**src/rtl/hazard_pkg.sv**
```systemverilog
// Shared encodings for the pipeline hazard controller: E-stage operand
// forwarding selects and the MDU occupancy FSM states.
package hazard_pkg;

    localparam logic [1:0] FWD_RF  = 2'b00;
    localparam logic [1:0] FWD_WB  = 2'b01;
    localparam logic [1:0] FWD_MEM = 2'b10;

    typedef enum logic {
        MDU_IDLE = 1'b0,
        MDU_BUSY = 1'b1
    } mdu_state_t;

    // M beats W; x0 never forwards since it always reads as zero
    function automatic logic [1:0] fwd_sel(input logic src_nz, input logic hit_m,
                                           input logic hit_w);
        if (!src_nz)    return FWD_RF;
        else if (hit_m) return FWD_MEM;
        else if (hit_w) return FWD_WB;
        else            return FWD_RF;
    endfunction

endpackage

```
**src/rtl/hazard_sat_cnt.sv**
```systemverilog
// Saturating event counter with synchronous clear; clear beats increment.
module hazard_sat_cnt #(
    parameter int CNT_W = 16
) (
    input  logic             clk,
    input  logic             rst,
    input  logic             clr,
    input  logic             inc,
    output logic [CNT_W-1:0] q
);

    always_ff @(posedge clk) begin
        if (rst || clr)
            q <= '0;
        else if (inc && (q != '1))
            q <= q + 1'b1;
    end

endmodule

```
**src/rtl/pipeline_hazard_ctrl.sv**
```systemverilog
// Hazard/forwarding controller for a 5-stage pipeline with a multi-cycle
// MUL/DIV unit held in E: forwarding, load-use stall, branch flush, MDU freeze.
module pipeline_hazard_ctrl
    import hazard_pkg::*;
#(
    parameter int REG_AW   = 5,
    parameter int MDU_MODE = 0,
    parameter int MDU_LAT  = 4,
    parameter int CNT_W    = 16
) (
    input  logic              clk,
    input  logic              rst,
    input  logic [REG_AW-1:0] rs1_d,
    input  logic [REG_AW-1:0] rs2_d,
    input  logic [REG_AW-1:0] rs1_e,
    input  logic [REG_AW-1:0] rs2_e,
    input  logic [REG_AW-1:0] rd_e,
    input  logic [REG_AW-1:0] rd_m,
    input  logic [REG_AW-1:0] rd_w,
    input  logic              load_e,
    input  logic              reg_write_m,
    input  logic              reg_write_w,
    input  logic              pc_src_e,
    input  logic              mdu_op_e,
    input  logic              mdu_done,
    input  logic              cnt_clr,
    output logic              stall_f,
    output logic              stall_d,
    output logic              stall_e,
    output logic              flush_d,
    output logic              flush_e,
    output logic              flush_m,
    output logic [1:0]        forward_ae,
    output logic [1:0]        forward_be,
    output logic              mdu_busy,
    output logic [CNT_W-1:0]  lw_cnt,
    output logic [CNT_W-1:0]  mdu_cnt,
    output logic [CNT_W-1:0]  flush_cnt
);

    localparam int MCW = $clog2(MDU_LAT);
    localparam logic [MCW-1:0] MCNT_LAST = MCW'(MDU_LAT - 1);

    mdu_state_t     state, state_n;
    logic [MCW-1:0] mcnt, mcnt_n;
    logic           finish, finish_i, stall_raw;
    logic           mdu_stall, lw_hit, lw_stall;

    assign finish   = (MDU_MODE == 0) ? (mcnt == MCNT_LAST) : mdu_done;
    assign finish_i = (MDU_MODE == 1) && mdu_done;

    always_ff @(posedge clk) begin
        if (rst) begin
            state <= MDU_IDLE;
            mcnt  <= '0;
        end else begin
            state <= state_n;
            mcnt  <= mcnt_n;
        end
    end

    always_comb begin
        state_n   = state;
        mcnt_n    = mcnt;
        stall_raw = 1'b0;
        case (state)
            MDU_IDLE: begin
                if (mdu_op_e && !finish_i) begin
                    state_n   = MDU_BUSY;
                    mcnt_n    = MCW'(1);
                    stall_raw = 1'b1;
                end
            end
            MDU_BUSY: begin
                mcnt_n = mcnt + 1'b1;
                // mdu_op_e on the finish cycle belongs to the op that is leaving E
                if (finish) state_n = MDU_IDLE;
                else        stall_raw = 1'b1;
            end
            default: state_n = MDU_IDLE;
        endcase
    end

    assign mdu_stall = !rst && stall_raw;
    assign mdu_busy  = !rst && (state == MDU_BUSY);

    assign lw_hit   = load_e && (rd_e != '0) && ((rs1_d == rd_e) || (rs2_d == rd_e));
    assign lw_stall = !rst && lw_hit && !mdu_stall;

    // A taken branch discards the stalled D instruction, so fetch must not hold
    assign stall_f = (lw_stall && !pc_src_e) || mdu_stall;
    assign stall_d = stall_f;
    assign stall_e = mdu_stall;
    assign flush_d = rst || pc_src_e;
    assign flush_e = rst || pc_src_e || lw_stall;
    assign flush_m = rst || mdu_stall;

    always_comb begin
        forward_ae = FWD_RF;
        forward_be = FWD_RF;
        if (!rst) begin
            forward_ae = fwd_sel(rs1_e != '0, reg_write_m && (rd_m == rs1_e),
                                 reg_write_w && (rd_w == rs1_e));
            forward_be = fwd_sel(rs2_e != '0, reg_write_m && (rd_m == rs2_e),
                                 reg_write_w && (rd_w == rs2_e));
        end
    end

    hazard_sat_cnt #(.CNT_W(CNT_W)) u_lw_cnt (
        .clk(clk), .rst(rst), .clr(cnt_clr), .inc(lw_stall && !pc_src_e), .q(lw_cnt)
    );

    hazard_sat_cnt #(.CNT_W(CNT_W)) u_mdu_cnt (
        .clk(clk), .rst(rst), .clr(cnt_clr), .inc(mdu_stall), .q(mdu_cnt)
    );

    hazard_sat_cnt #(.CNT_W(CNT_W)) u_flush_cnt (
        .clk(clk), .rst(rst), .clr(cnt_clr), .inc(!rst && pc_src_e), .q(flush_cnt)
    );

endmodule

```
**config.mk**
```make
export PLATFORM = sky130hd
export DESIGN_NAME = pipeline_hazard_ctrl
export DESIGN_NICKNAME = d
export VERILOG_FILES = /design/src/rtl/hazard_pkg.sv /design/src/rtl/hazard_sat_cnt.sv /design/src/rtl/pipeline_hazard_ctrl.sv
export SDC_FILE = /design/constraint.sdc
export NUM_CORES = 1
export LEC_CHECK = 0
export ABC_CLOCK_PERIOD_IN_PS = 2600
export CAP_MARGIN = 20
export CORE_MARGIN = 4
export CORE_UTILIZATION = 45
export CTS_CLUSTER_DIAMETER = 40
export CTS_CLUSTER_SIZE = 10
export DETAILED_ROUTE_END_ITERATION = 8
export GPL_ROUTABILITY_DRIVEN = 1
export GPL_TIMING_DRIVEN = 0
export PLACE_DENSITY = 0.8
export SYNTH_ARGS = -nofsm -noshare
export SYNTH_HDL_FRONTEND = slang
export SYNTH_SLANG_ARGS = --single-unit
```
**constraint.sdc**
```tcl
create_clock -name clk -period 2.6 [get_ports clk]
set_input_delay 0.26 -clock clk [delete_from_list [all_inputs] [get_ports clk]]
set_output_delay 0.26 -clock clk [all_outputs]
set_load 0.1 [all_outputs]
```
==> results.md <==
* #FFs+latches synth at 51
* Mapped Area at 2903 um2
* Worst EP required at 2340 ps
* Register area share after synthesis at 35.17%
* Post-Syn Nets at 396
* Max incr delay on CP at 590 ps
* Fmax at 398.2 MHz
* Total clock sinks at 51
* CTS Buffer Depth at 2
* Top-count cell post-synth: nor2_1
* Endpoint arrival time on the critical path at 2250 ps
* List of most frequent post-synthesis cells: nor2_1, dfxtp_1, xor2_1, nand2_1, xnor2_1
* Post-synth top area cell: dfxtp_1
* Port-buffer cells at 101
* Synth-to-Final Area Change at 44.01%
* Clk_lat worst skew at 310 ps
* FF-to-FF setup slack at 430 ps
* Final setup viols at 0
* Critical Path Slowest Stage Cell: clkdlybuf4s15_2
* Post-Route Skew at 4.005 ps
* Top_reg_cell synth: dfxtp_1
* Cell family with most CP delay: buffers and inverters
* Largest net degree at the start of global routing at 17
* Number of global-route vias before repair at 2884
* DIE HEIGHT at 88.32 um
* Hold buffers post-CTS at 0
* Residual DRC count at 0
* Critical-path cell list: clkdlybuf4s50_1 -> clkbuf_1 -> nor2b_1 -> nand2_1 -> nor4_2 -> clkdlybuf4s15_2
* Outcome: complete, no violations
* Max_slew headroom at 32.10%
* Routed vias at 2905
* Fill cell count at 503
* Clock transition at path regs at 100 ps
* WP depth at 6
* Area contributors post-synth: dfxtp_1, xor2_1, xnor2_1
* H-Tree Depth at 2
* Post-layout minimum cycle time at 2511 ps
* Pwr Total at 1745 uW
* Routed Antenna Nets at 0
* CP max FO at 10
* DIE AREA at 7800 um2
* Setup crit start: rst
* VDD IR max at 334.2 uV
* WL/cell at 15.05 um
* Setup CP Type: input port to output pin
* Unique cell type count in the Yosys netlist at 47
* Global-route wire length before repair at 13330 um
* Post-synth EDFFs at 0
* Cell Pwr Density at 417.5 nW/um2
* Drt pass-1 iters at 4
* CP Launch Type: input port
* DR vias/cell at 5.450
* Synth top area share at 35.17%
* Reg2reg end: u_mdu_cnt.q[5]$_SDFFE_PP0P_
* Leakage at 0.001409 uW
* Period utilisation layout at 96.58%
* Mean Syn Cell Area at 8.341 um2
* Layout cells sized above 1 at 9.170%
* Final global-route overflow total at 0
* IO Count at 103
* Ys Warns at 0
* Worst-margin pin slew at 1017 ps
* Final max-slew violation count at 0
* Initial Util at 47.62%
* Routed WL at 8022 um
* Max_cap viols at 0
* Pre-CTS setup slack at -821.6 ps
* Antenna diodes at 0
* Clock buffer count from CTS at 5
* Syn Inst Count at 348
* RSZ-0062 raised after global routing: false
* Fraction of registers with async set/reset at 0%
* Worst Reg-to-Reg Cells at 7
* CP Buf/Inv Count at 3
* RR Startpoint: u_mdu_cnt.q[0]$_SDFFE_PP0P_
* Final setup margin at 88.80 ps
* Nets at 505
* Setup crit end: forward_be[0]
* Die X-Extent at 88.32 um
* CTS root buffer: clkbuf_8
* Final GP Congestion at 0.8507
* Total GRT Usage at 21.15%
* Worst min path class: register to register
* Initial antenna violation count at 0
* Crit end category: output pin
* Row count at 28
* DP HPWL at 6285 um
* Final Hold Viols at 0
* Core Region at 6096 um2
* CTS tree: yes
* Iter 0 DRT Violations at 197
cell families (layout without fill, tap and decap cells):
kind of cell               count (synthesis)  count (layout)  share of synthesized area (%)
buffers and inverters                     21             131                          3.104
AOI/OAI and AO/OA                         39              39                          9.612
DFF                                       51              51                          35.17
and+or+nand+nor                          170             170                          31.29
adders and majority gates                  4               4                          1.724
muxes                                      2               2                         0.6897
xor gates and xnor gates                  61              61                          18.41
layout make-up:
type	count	area [um2]	share of cell area, %
Timing Repair Buffer	102	1005	24.03
Clock buffer	5	68.82	1.646
Tap cell	75	93.84	2.245
Inverter	12	45.04	1.078
Buffer	9	45.04	1.078
Clock inverter	3	67.56	1.616
Multi-Input combinational cell	276	1831	43.79
Sequential cell	51	1025	24.51
what timing repair did:
item | CTS | global route
setup endpoints to repair | 10 | 6
resized for setup | 31 | 8
setup buffers | 0 | 1
gates cloned | 0 | 0
hold endpoints to repair | 0 | 0
pin swaps | 0 | 1
worst register-to-register path, cell delays in order, from the launching register on:
cell,delay [ps]
dfxtp_2,370
ha_1,220
nand2_1,110
nor4_1,610
a21oi_1,340
nand4_1,200
xor2_1,160
nor2_1,50
through the flow:
step                      hold slack, ps  std cells  utilization (%)  setup TNS, ps  area (um2)
final                              489.1        533            68.58              0        4180
after global routing               521.4        533            68.58              0        4180
after CTS                          488.9        532            68.66              0        4185
after detailed placement           462.4        524            66.44          -4398        4050
after global placement             459.9        524            66.44          -4250        4050
after floorplan                    436.0        348                -         -84.91        2945
placed cells by master, fill, tap and decap left out, types with 5 or more instances in the layout:
cell and instances:
nand3_1 21, or4_1 5, a21oi_1 14, xor2_1 37
a21o_1 6, clkdlybuf4s50_1 90, clkbuf_8 5, and3_1 6
xnor2_1 24, inv_1 12, dfxtp_1 48, o21ai_0 6
nand2_1 26, nor2_1 55, nor4_1 8, clkbuf_1 7
nand4_1 15
state kept, by name, indices dropped and copies added, names as in the netlist:
name / flops
u_lw_cnt.q: 16
u_mdu_cnt.q: 16
state: 1
u_flush_cnt.q: 16
mcnt: 2
metal layers:
layer  track usage, %  vias to the layer above  part of all wire (%)
li1                 -                     1432                     -
met1            27.58                     1362                    45
met4            4.945                        0                   1.0
met3            5.214                        9                   7.8
met2            35.35                      102                    47
met5                0                        -                     0
report_power, final:
group	internal, uW	switching (uW)	total [uW]
sequential	786	5.78	792
combinational	118	171	289
clock	384	281	665
how the worst min path moves through the flow:
stage | cells after the start | slack (ps) | end | from
after global routing | 2 | 520 | u_mdu_cnt.q[1]$_SDFFE_PP0P_ | u_mdu_cnt.q[1]$_SDFFE_PP0P_
after floorplan | 2 | 440 | u_lw_cnt.q[4]$_SDFFE_PP0P_ | cnt_clr
after CTS | 2 | 490 | u_mdu_cnt.q[1]$_SDFFE_PP0P_ | u_mdu_cnt.q[1]$_SDFFE_PP0P_
final | 2 | 490 | u_mdu_cnt.q[1]$_SDFFE_PP0P_ | u_mdu_cnt.q[1]$_SDFFE_PP0P_
after global placement | 1 | 460 | mcnt[0]$_SDFFE_PP0P_ | mcnt[0]$_SDFFE_PP0P_
after detailed placement | 1 | 460 | mcnt[0]$_SDFFE_PP0P_ | mcnt[0]$_SDFFE_PP0P_
Note: power is estimated with default switching activity, not from simulation.
